[src/rtl/seq_cmp.sv]
// Multi-cycle MSB-first magnitude comparator, CHUNK bits per clock, signed or unsigned per transaction.
// Define SEQ_CMP_EARLY_EXIT_EN to finish on the first differing chunk instead of always taking K cycles.
module seq_cmp #(
    parameter int N     = 32,
    parameter int CHUNK = 8
) (
    input  logic         clk,
    input  logic         rst,
    input  logic         i_valid,
    output logic         i_ready,
    input  logic         i_signed,
    input  logic [N-1:0] i_a,
    input  logic [N-1:0] i_b,
    output logic         o_valid,
    input  logic         o_ready,
    output logic         o_lt,
    output logic         o_eq,
    output logic         o_gt
);

    localparam int K  = N / CHUNK;
    localparam int IW = (K > 1) ? $clog2(K) : 1;

    generate
        if ((N % CHUNK) != 0 || K < 1) begin : g_bad_cfg
            $error("seq_cmp: N must be a positive multiple of CHUNK");
        end
    endgenerate

    typedef enum logic [1:0] {IDLE, SCAN, DONE} state_t;

    state_t          state;
    state_t          state_nx;
    logic [N-1:0]    a_q;
    logic [N-1:0]    b_q;
    logic [IW-1:0]   idx;
    logic            decided;
    logic            lt_q;
    logic [CHUNK-1:0] a_chunk;
    logic [CHUNK-1:0] b_chunk;
    logic            accept;
    logic            chunk_diff;

    assign a_chunk    = a_q[idx*CHUNK +: CHUNK];
    assign b_chunk    = b_q[idx*CHUNK +: CHUNK];
    assign chunk_diff = (a_chunk != b_chunk);
    assign accept     = i_valid && i_ready;

    // NOTE: sequential state uses non-blocking assignments so every register samples pre-edge values.
    always_ff @(posedge clk) begin
        if (!rst) begin
            state <= IDLE;
        end else begin
            state <= state_nx;
        end
    end

    // NOTE: the default assignment up front keeps this block free of inferred latches.
    always_comb begin
        state_nx = state;
        case (state)
            IDLE: if (accept) state_nx = SCAN;
            SCAN: begin
                if (idx == '0) state_nx = DONE;
`ifdef SEQ_CMP_EARLY_EXIT_EN
                if (!decided && chunk_diff) state_nx = DONE;
`endif
            end
            DONE: if (o_ready) state_nx = IDLE;
            default: state_nx = IDLE;
        endcase
    end

    // NOTE: operand registers carry no reset; they are always written at accept before being read.
    // Flipping the sign bit maps two's-complement order onto unsigned order.
    always_ff @(posedge clk) begin
        if (accept) begin
            a_q        <= i_a;
            b_q        <= i_b;
            a_q[N-1]   <= i_a[N-1] ^ i_signed;
            b_q[N-1]   <= i_b[N-1] ^ i_signed;
        end
    end

    always_ff @(posedge clk) begin
        if (!rst) begin
            idx     <= IW'(K - 1);
            decided <= 1'b0;
            lt_q    <= 1'b0;
        end else begin
            case (state)
                IDLE: begin
                    if (accept) begin
                        idx     <= IW'(K - 1);
                        decided <= 1'b0;
                        lt_q    <= 1'b0;
                    end
                end
                SCAN: begin
                    // The first differing chunk is sticky; lower chunks cannot override it.
                    if (!decided && chunk_diff) begin
                        decided <= 1'b1;
                        lt_q    <= (a_chunk < b_chunk);
                    end
                    if (idx != '0) idx <= idx - IW'(1);
                end
                default: ;
            endcase
        end
    end

    always_comb begin
        i_ready = rst && (state == IDLE);
        o_valid = (state == DONE);
        o_lt    = (state == DONE) && decided && lt_q;
        o_gt    = (state == DONE) && decided && !lt_q;
        o_eq    = (state == DONE) && !decided;
    end

endmodule

[config.mk]
export PLATFORM = sky130hd
export DESIGN_NAME = seq_cmp
export DESIGN_NICKNAME = d
export VERILOG_FILES = /design/src/rtl/seq_cmp.sv
export SDC_FILE = /design/constraint.sdc
export NUM_CORES = 1
export LEC_CHECK = 0
export ABC_AREA = 1
export ABC_CLOCK_PERIOD_IN_PS = 2500
export BUFFER_PORTS_ARGS = -buffer_cell sky130_fd_sc_hd__buf_2
export CORE_ASPECT_RATIO = 0.75
export CORE_MARGIN = 4
export CORE_UTILIZATION = 25
export CTS_CLUSTER_DIAMETER = 150
export DETAILED_ROUTE_END_ITERATION = 8
export SKIP_CTS_REPAIR_TIMING = 1
export SYNTH_ARGS = -nofsm -noshare
export SYNTH_HDL_FRONTEND = slang
export SYNTH_SLANG_ARGS = --single-unit
[constraint.sdc]
create_clock -name clk -period 2.5 [get_ports clk]
set_input_delay 0.375 -clock clk [delete_from_list [all_inputs] [get_ports clk]]
set_output_delay 0.375 -clock clk [all_outputs]
set_load 0.1 [all_outputs]
### After elaboration in Yosys (flattened, before gate mapping)

Cells that the tools add are included.

| storage, ports and cells | value |
|---|---|
| memories | 0 |
| word-level logic and storage cells | 48 |
| bits of input ports | 69 |
| latch bits | 0 |
| output and inout port bits | 5 |
| RAM bits | 0 |
| memory bits (read-only) | 0 |
| register bits after elaboration | 70 |

| operators by class | value |
|---|---|
| reduce and logical (&&, ||, !) cells | 16 |
| $mul | 0 |
| bitwise logic cells | 2 |
| $add $sub $neg | 1 |
| eq/ne operators | 8 |
| div/mod/pow operators | 0 |
| muxes and demuxes | 12 |
| shift operators | 2 |
| $lt $le $gt $ge | 1 |

Operators with widths:

| cell | number |
|---|---|
| 32-bit by 6-bit indexed part select with 8-bit output | 2 |
| 2-bit two-way mux | 5 |
| 3-bit AND reduction | 3 |
| 8-bit less-than comparator | 1 |
| 2-bit != test, second input constant | 4 |
| 8-bit != test | 1 |
| 1-bit logical AND | 7 |
| 2-bit one-hot mux with 3 select lines | 1 |
| 2-bit logical NOT | 2 |
| 1-bit one-hot mux with 2 select lines | 2 |
| 2-bit one-hot mux with 2 select lines | 1 |
| 2-bit nonzero test | 2 |
| 1-bit two-way mux | 3 |
| 2-bit by 1-bit == test with 1-bit output, second input constant | 1 |
| 2-bit == test, second input constant | 1 |
| 1-bit logical NOT | 2 |
| 2-bit by 1-bit != test with 1-bit output, second input constant | 1 |
| 2-bit by 1-bit subtractor with 2-bit output, second input constant | 1 |
| 1-bit bitwise XOR | 2 |

### Longest topological paths before layout

Gate-level depths: netlist of the first run.

| logic depth | value |
|---|---|
| depth after elaboration | 5 |
| gate-level depth with buffers | 14 |
| depth with buffers taken out | 12 |

### Worst setup path after synthesis of the first run

Ideal clock, no wire load.

| path | value |
|---|---|
| path type | in2reg |
| from | input rst |
| to | register a_q[0] (enable) |
| cell stages on the path | 4 |
| buffers on the path | 0 |
| library setup time | 0.418 ns |
| required time | 2.082 ns |
| arrival | 3.256 ns |
| setup slack | -1.174 ns |
| cells stage by stage | inv_1 -> nor3_2 -> nand2_2 -> inv_1 |

| on the way | value |
|---|---|
| longest elaborated chain between the ends | 2 |

RTL lines:

| item | line | source |
|---|---|---|
| start, declared | 8 | `input logic rst,` |
| 1-bit logical AND | 113 | `i_ready = rst && (state == IDLE);` |
| via i_ready | 10 | `output logic i_ready,` |
| 1-bit logical AND | 47 | `assign accept = i_valid && i_ready;` |
| via accept | 41 | `logic accept;` |
| end signal, assigned | 78 | `a_q <= i_a;` |
| end signal, assigned by index | 80 | `a_q[N-1] <= i_a[N-1] ^ i_signed;` |
| end, declared | 34 | `logic [N-1:0] a_q;` |

The timed path passes the listed nets, and every way through them passes these cells.
A chain may end at the register's enable or synchronous reset.

### Worst setup path in the final report of the first run

| path | value |
|---|---|
| from | register idx[1] |
| to | register lt_q |

| on the way | value |
|---|---|
| longest elaborated chain between the ends | 5 |
| elaborated cells on any way between the ends | 9 |
| those cells by class | order compare (1); eq/ne (2); shift (2); mux (2); reduce/logical (2) |

RTL lines:

| item | line | source |
|---|---|---|
| start, declared | 36 | `logic [IW-1:0] idx;` |
| start signal, assigned | 87 | `idx <= IW'(K - 1);` |
| start signal, assigned | 94 | `idx <= IW'(K - 1);` |
| start signal, assigned | 105 | `if (idx != '0) idx <= idx - IW'(1);` |
| branches (longest 5 deep; another with 8-bit less-than comparator) | - |  |
| end signal, assigned | 103 | `lt_q <= (a_chunk < b_chunk);` |
| end, declared | 38 | `logic lt_q;` |

Parallel ways; which one is timed is not known. The select of a mux whose other input is x is not followed.

==> results of run 1 <==
## kinds of logic after synthesis
kind of cell	share of synthesized area (%)
AND/OR/NAND/NOR	10.4
flip-flops	70.0
AO/OA/AOI/OAI	11.2
buffers and inverters	3.91
adder cells (fa/ha/maj)	3.86
XOR/XNOR	0.601
## registers in the layout, indices dropped and copies added, names as in the netlist
name     flops
a_q         32
b_q         32
idx          2
state        2
decided      1
lt_q         1
## synthesized netlist by cell type, types with 2 or more instances
cell      count
edfxtp_1     64
dfxtp_1       6
nand3_1       2
o22ai_1       8
buf_2         5
o21ai_1       2
ha_1          9
xor2_1        2
nor2_1       22
inv_1        10
buf_6         2
buf_4         2
nand2_2       3
inv_2         2
o21ai_0      17
a32o_1        8
nand2_1      40
a21oi_1      12
a21oi_2       3
## final cells by class
| cell class | instances | share of cell area, % |
|---|---|---|
| clock buffer | 10 | 6.16 |
| multi-input combinational | 135 | 20.9 |
| timing repair buffer | 78 | 10.8 |
| sequential | 70 | 54.9 |
| clock inverter | 6 | 1.01 |
| tap | 140 | 4.71 |
| inverter | 13 | 1.48 |
## metal layers
layer / vias up / global-route usage (%)
met1: 893 / 11.3
met2: 59 / 14.8
met4: 0 / 4.55
met5: - / 0
met3: 4 / 4.32
li1: 980 / -
## how the worst max path moves through the flow
stage | start | end | slack [ns] | depth (start not counted)
after global routing | idx[1] | lt_q | 0.29 | 9
after floorplan | state[1] | o_gt | -0.22 | 4
after global placement | rst | a_q[8] | 0.60 | 6
final | idx[1] | lt_q | 0.54 | 9
after detailed placement | rst | a_q[16] | 0.55 | 6
after CTS | idx[1] | lt_q | 0.53 | 9
## power by group through the flow
stage	sequential, mW	combinational (mW)	clock, mW
floorplan	1.40	0.346	0
global placement	1.41	0.463	0
detailed placement	1.41	0.477	0
CTS	1.39	0.480	1.15
global route	1.39	0.547	1.22
finish	1.39	0.470	1.12
## worst max-delay path, cell delays in order (launching register included)
cell and delay [ns]:
dfxtp_1 0.31, inv_2 0.33, o21ai_0 0.16, o22ai_1 0.20, ha_1 0.29, a21oi_1 0.21, nor2_1 0.06, nor2_1 0.11
nand3_1 0.09, a21oi_1 0.12
## stage by stage
stage	total power, mW	cells	hold slack [ns]	util [%]	worst slack [ns]
6_report	2.98	452	0.216	33.4	0.541
3_5_place_dp	1.89	436	0.528	31.0	0.551
5_1_grt	3.16	452	0.194	33.4	0.287
2_1_floorplan	1.75	227	0.474	-	-0.216
3_3_place_gp	1.87	436	0.522	31.0	0.598
4_1_cts	3.02	452	0.202	33.4	0.531
==> metrics.md, run 1 <==
| Metric | Value |
|---|---|
| Most common cell after layout, fill and taps aside | buf_2 |
| Synth warn | 0 |
| Sink Count | 70 |
| Final wirelength | 6090 um |
| Final setup violation count | 0 |
| Worst hold stages | 1 |
| Skew-Pair Late Insertion Delay | 0.33 ns |
| Synth unique cells | 27 |
| Reg2Reg Depth | 9 |
| Post-synth top area share | 65.9% |
| FF/Latch Area | 2040 um2 |
| GR Overflow Total | 0 |
| Unrepaired setup endpoints after global routing | no |
| Die Width | 133 um |
| GRT Resource Usage Total | 9.48% |
| Antenna violations before repair | 0 |
| Via-per-instance ratio | 4.28 |
| Most frequent cells in the layout | buf_2 (73), edfxtp_1 (64), nand2_1 (40) |
| Primary FF master, synth | edfxtp_1 |
| Required time worst endpoint | 2.76 ns |
| Startpoint class of the critical path | flop |
| Largest net degree at the start of global routing | 41 |
| Multi-input logic area | 778 um2 |
| Outcome | finished clean |
| Register bit total from synthesis | 70 |
| Final-report hold violation count | 0 |
| Clock Tree Buf Depth | 2 |
| Port bufs | 73 |
| Post-Synthesis Cells | 227 |
| Area of the mapped netlist | 2920 um2 |
| Root buf cell | clkbuf_16 |
| Initial Utilization | 26.2% |
| Met2 Wirelength | 2880 um |
| Inserted Diodes | 0 |
| First-pass GRT wire length | 9370 um |
| Seq/Total Area, Yosys | 70.0% |
| Max layer used | met4 |
| Int Pwr | 2.21 mW |
| Vias in the first global route | 1906 |
| Worst IR drop on VDD | 0.000314 V |
| Post-route antenna net violation count | 0 |
| Filler cells | 1135 |
| Worst-path clk slew | 0.06 ns |
| Switch share | 25.7% |
| Row Count | 33 |
| Seq pwr share | 46.6% |
| Post-Syn Nets | 305 |
| Worst Clk Skew | 0.00895 ns |
| Worst Hold Class | in2reg |
| Die footprint | 13500 um2 |
| CTS Buf Count | 9 |
| Worst-margin pin slew | 0.505 ns |
| Htree depth | 3 |
| CTS tree | yes |
| GP Congestion | 0.693 |
| Synth async-reset ratio | 0% |
| Clock network power share | 37.7% |
| Layout cells sized above 1 | 34.9% |
| Static Leak | 1.44 nW |
| R2R setup slack | 0.54 ns |
| Routed length per instance | 13.5 um |
| Mean Syn Cell Area | 12.8 um2 |
| Worst slew margin | 66.3% |
| Final Max Slew Viols | 0 |
| Placed Area | 3450 um2 |
| Final critical-path share of the clock period | 78.4% |
| RR Endpoint | lt_q |
| Reg2reg start | idx[1] |
| Layout area overhead | 27.6% |
| PwrDens | 800 nW/um2 |
| Placeable Area | 11100 um2 |
| HP Start | i_a[21] |
| Met3 wire len | 421 um |
| CP Capture Type | flop |
| CP arrival | 2.22 ns |
| Die height | 102 um |
| Boundary pin count | 74 |
| Post-synth top area cell | edfxtp_1 |
| WS Path Type | reg2reg |
| Max-Cap Viols | 0 |
| Synth area leaders | edfxtp_1 (66%), nand2_1 (5.2%), dfxtp_1 (4.1%), ha_1 (3.9%), o21ai_0 (2.9%) |
| Worst Hold End | a_q[21] |
| NetSw | 765 uW |
| Via count | 1936 |
| Achievable frequency | 511 MHz |
| Design Area, Final | 3720 um2 |
| Dpl hpwl | 4440 um |
| Number of flops mapped to enable cells by yosys | 64 |
| Residual DRC | 0 |
| Gate power share | 15.8% |
| Period minus WS final | 1.96 ns |
| Met1 WL | 2740 um |
| Crit path max fanout | 26 |
| Pre-antenna DRT Iters | 4 |
| Post-layout nets | 385 |
| Initial drt markers | 106 |
| Final TNS setup | 0 ns |
Note: power is estimated with default switching activity, not from simulation.
==> run 2: changes to the inputs <==
--- a/config.mk
+++ b/config.mk
@@ -5,8 +5,8 @@
 export SDC_FILE = /design/constraint.sdc
 export NUM_CORES = 1
 export LEC_CHECK = 0
-export ABC_AREA = 1
-export ABC_CLOCK_PERIOD_IN_PS = 2500
+export ABC_AREA = 0
+export ABC_CLOCK_PERIOD_IN_PS = 1600
 export BUFFER_PORTS_ARGS = -buffer_cell sky130_fd_sc_hd__buf_2
 export CORE_ASPECT_RATIO = 0.75
 export CORE_MARGIN = 4
==> constraint.sdc (replaced) <==
create_clock -name clk -period 1.6 [get_ports clk]
set_input_delay 0.24 -clock clk [delete_from_list [all_inputs] [get_ports clk]]
set_output_delay 0.24 -clock clk [all_outputs]
set_load 0.1 [all_outputs]
==> metrics.md, run 2 <==
| Metric | Value |
|---|---|
| Outcome | finished with violations |
| Failing checks | negative setup slack |
| Primary FF master, synth | edfxtp_1 |
| PwrDens | 1150 nW/um2 (+44%) |
| Post-synthesis adder-cell area fraction | 4.00% (+0.14 points) |
| Htree depth | 3 (unchanged) |
| Required time worst endpoint | 1.87 ns (-0.89 ns) |
| Row Count | 33 (unchanged) |
| Most frequent cells after synthesis | edfxtp_1 (64), mux4_2 (16), inv_1 (13) |
| Crit path max fanout | 6 (-77%) |
| Reg2Reg Depth | 7 (-2) |
| R2R setup slack | -0.66 ns (-1.20 ns) |
| Reg2reg start | idx[0] |
| Synth area leaders | edfxtp_1 (68%), mux4_2 (13%), dfxtp_1 (4.3%), ha_1 (4.0%), inv_1 (1.7%) |
| Max-Cap Viols | 0 (unchanged) |
| Worst-margin pin slew | 0.259 ns (-0.247 ns) |
| Layout cells sized above 1 | 59.4% (+24 points) |
| Port bufs | 73 (unchanged) |
| Unrepaired setup endpoints after global routing | yes |
| Post-route worst setup slack | -0.660 ns (-1.20 ns) |
| Setup crit start | idx[0] |
| Post-route antenna net violation count | 0 (unchanged) |
| Clock Tree Buf Depth | 2 (unchanged) |
| Seq/Total Area, Yosys | 72.5% (+2.5 points) |
| HP Start | i_a[21] |
| Worst-path clk slew | 0.06 ns (about the same) |
| Synth Area in XOR/XNOR | 0.622% (+0.021 points) |
| CTS tree | yes |
| Boundary pin count | 74 (unchanged) |
| Count leader, synth | edfxtp_1 |
| CP Capture Type | flop |
| Post-Syn Nets | 228 (-25%) |
| Worst IR drop on VDD | 0.000724 V (+130%) |
| Final setup violation count | 2 (+2) |
| WS Path Type | reg2reg |
| Top Registers | a_q (32), b_q (32) |
| Vias in the first global route | 1720 (-9.8%) |
| Post-Synth Simple-Gate Area | 4.13% (-6.3 points) |
| Startpoint class of the critical path | flop |
| Final Max Slew Viols | 0 (unchanged) |
| Antenna violations before repair | 0 (unchanged) |
| Post-synth top area share | 68.3% (+2.3 points) |
| Area of the mapped netlist | 2820 um2 (-3.4%) |
| Final wirelength | 5980 um (-1.7%) |
| Complex-gate fraction of the synthesized area | 2.93% (-8.3 points) |
| Final critical-path share of the clock period | 141% (+63 points) |
| Worst slack, placed | -0.668 ns (-1.22 ns) |
| Post-synth top area cell | edfxtp_1 |
| Largest net degree at the start of global routing | 33 (-20%) |
| Inserted Diodes | 0 (unchanged) |
| Die height | 99.9 um (-1.6%) |
| Sink Count | 70 (unchanged) |
| Die Width | 131 um (-1.6%) |
| Fin cells | 391 (-13%) |
| Pre-antenna DRT Iters | 4 (unchanged) |
| GP Congestion | 0.689 (-0.66%) |
| RR Endpoint | lt_q |
| Routed length per instance | 15.3 um (+14%) |
| Initial drt markers | 60 (-43%) |
| Worst hold stages | 1 (unchanged) |
| Residual DRC | 0 (unchanged) |
| GRT Resource Usage Total | 9.49% (about the same) |
| GR Overflow Total | 0 (unchanged) |
| Worst Clk Skew | 0.00681 ns (-0.00214 ns) |
| Skew-Pair Late Insertion Delay | 0.33 ns (about the same) |
| Synth unique cells | 27 (unchanged) |
| Most frequent cells in the layout | buf_2 (68), edfxtp_1 (64), mux4_2 (16) |
| Die footprint | 13000 um2 (-3.2%) |
| Period minus WS final | 2.26 ns (+0.301 ns) |
| CTS Buf Count | 9 (unchanged) |
| Placeable Area | 11000 um2 (-1.5%) |
| Post-Synthesis Cells | 150 (-34%) |
| Post-layout nets | 324 (-16%) |
| Register bit total from synthesis | 70 (unchanged) |
| Static Leak | 1.56 nW (+7.9%) |
| Placed Instances | 369 (-15%) |
| Pwr Total | 4.68 mW (+57%) |
| Synth warn | 0 (unchanged) |
| Via-per-instance ratio | 4.26 (-0.58%) |
| Dpl hpwl | 4360 um (-1.9%) |
| CP arrival | 2.53 ns (+0.31 ns) |
| Post-synthesis mux area share | 13.2% (+13 points) |
| Layout area overhead | 44.5% |
| Initial Utilization | 25.6% (-0.52 points) |
| Mean Syn Cell Area | 18.8 um2 (+46%) |
| Worst Hold End | a_q[21] |
| Worst Hold Class | in2reg |
| Most common cell after layout, fill and taps aside | buf_2 |
| Final-report hold violation count | 0 (unchanged) |
| Via count | 1665 (-14%) |
| Synth async-reset ratio | 0% (unchanged) |
| Worst slew margin | 82.7% (+16 points) |
| Main combinational cell family by area after synthesis | multiplexers |
| Number of flops mapped to enable cells by yosys | 64 (unchanged) |
| First-pass GRT wire length | 9210 um (-1.7%) |
| Root buf cell | clkbuf_16 |
| Achievable frequency | 443 MHz (-13%) |
| Worst Hold Margin | 0.0784 ns (-0.137 ns) |
-- run 2: cell types whose count changed after synthesis, moves of 3 or more --
cell / previous run / this run
o22ai_1: 8 / 2
nand2_2: 3 / 0
a21oi_2: 3 / 0
o21ai_0: 17 / 1
nand2_1: 40 / 7
buf_2: 5 / 2
nand4_1: 0 / 3
mux4_2: 0 / 16
a32o_1: 8 / 1
a21oi_1: 12 / 3
nor2_1: 22 / 6
inv_1: 10 / 13
-- run 2: worst max path at each step --
| stage | to | slack, ns | cells past startpoint |
|---|---|---|---|
| after global routing | lt_q | -0.73 | 7 |
| after detailed placement | lt_q | -0.67 | 8 |
| after CTS | lt_q | -0.68 | 8 |
| after global placement | lt_q | -0.63 | 8 |
| after floorplan | a_q[0] | -0.95 | 3 |
| final | lt_q | -0.66 | 7 |
-- run 2: metrics by stage --
| stage | TNS (ns) | utilization, % | area [um2] |
|---|---|---|---|
| detailed placement | -1.06 | 33.3 | 3660 |
| global route | -1.25 | 37.0 | 4070 |
| finish | -1.13 | 37.0 | 4070 |
| global placement | -0.996 | 33.3 | 3660 |
| CTS | -1.30 | 36.2 | 3980 |
| floorplan | -62.07 | - | 2960 |
-- run 2: cells by family (layout without fill, tap and decap cells) --
family | Yosys count | count (layout)
XOR/XNOR | 2 | 2
AO/OA/AOI/OAI | 12 | 12
buffers and inverters | 17 | 118
flip-flops | 70 | 70
AND/OR/NAND/NOR | 23 | 23
adder cells (fa/ha/maj) | 9 | 9
multiplexers | 17 | 17
-- run 2: final cells by class --
type / instances / area, um2
Clock buffer: 9 / 225
Clock inverter: 7 / 98.8
Fill cell: 1035 / 6910
Inverter: 13 / 56.3
Multi-Input combinational cell: 63 / 821
Sequential cell: 70 / 2050
Tap cell: 140 / 175
Timing Repair Buffer: 89 / 639
-- run 2: power by group --
group / leakage (nW) / internal, mW / switching (mW)
clock network: 0.156 / 1.37 / 0.745
registers: 0.643 / 2.08 / 0.0337
logic: 0.761 / 0.256 / 0.200
total: 1.56 / 3.71 / 0.978
-- run 2: per-layer routing --
metal  global-route usage, %  part of all wire (%)
met1                    13.9                    50
met2                    12.7                    43
met3                    3.14                   6.0
met4                    4.03                   1.4
met5                       0                     0
-- run 2: critical path, stage by stage, from the launching register on --
cell       delay (ns)
dfxtp_4          0.39
clkbuf_16        0.17
mux4_2           0.54
ha_4             0.26
nand4_1          0.12
o211ai_2         0.10
or4b_4           0.52
o21ai_2          0.11
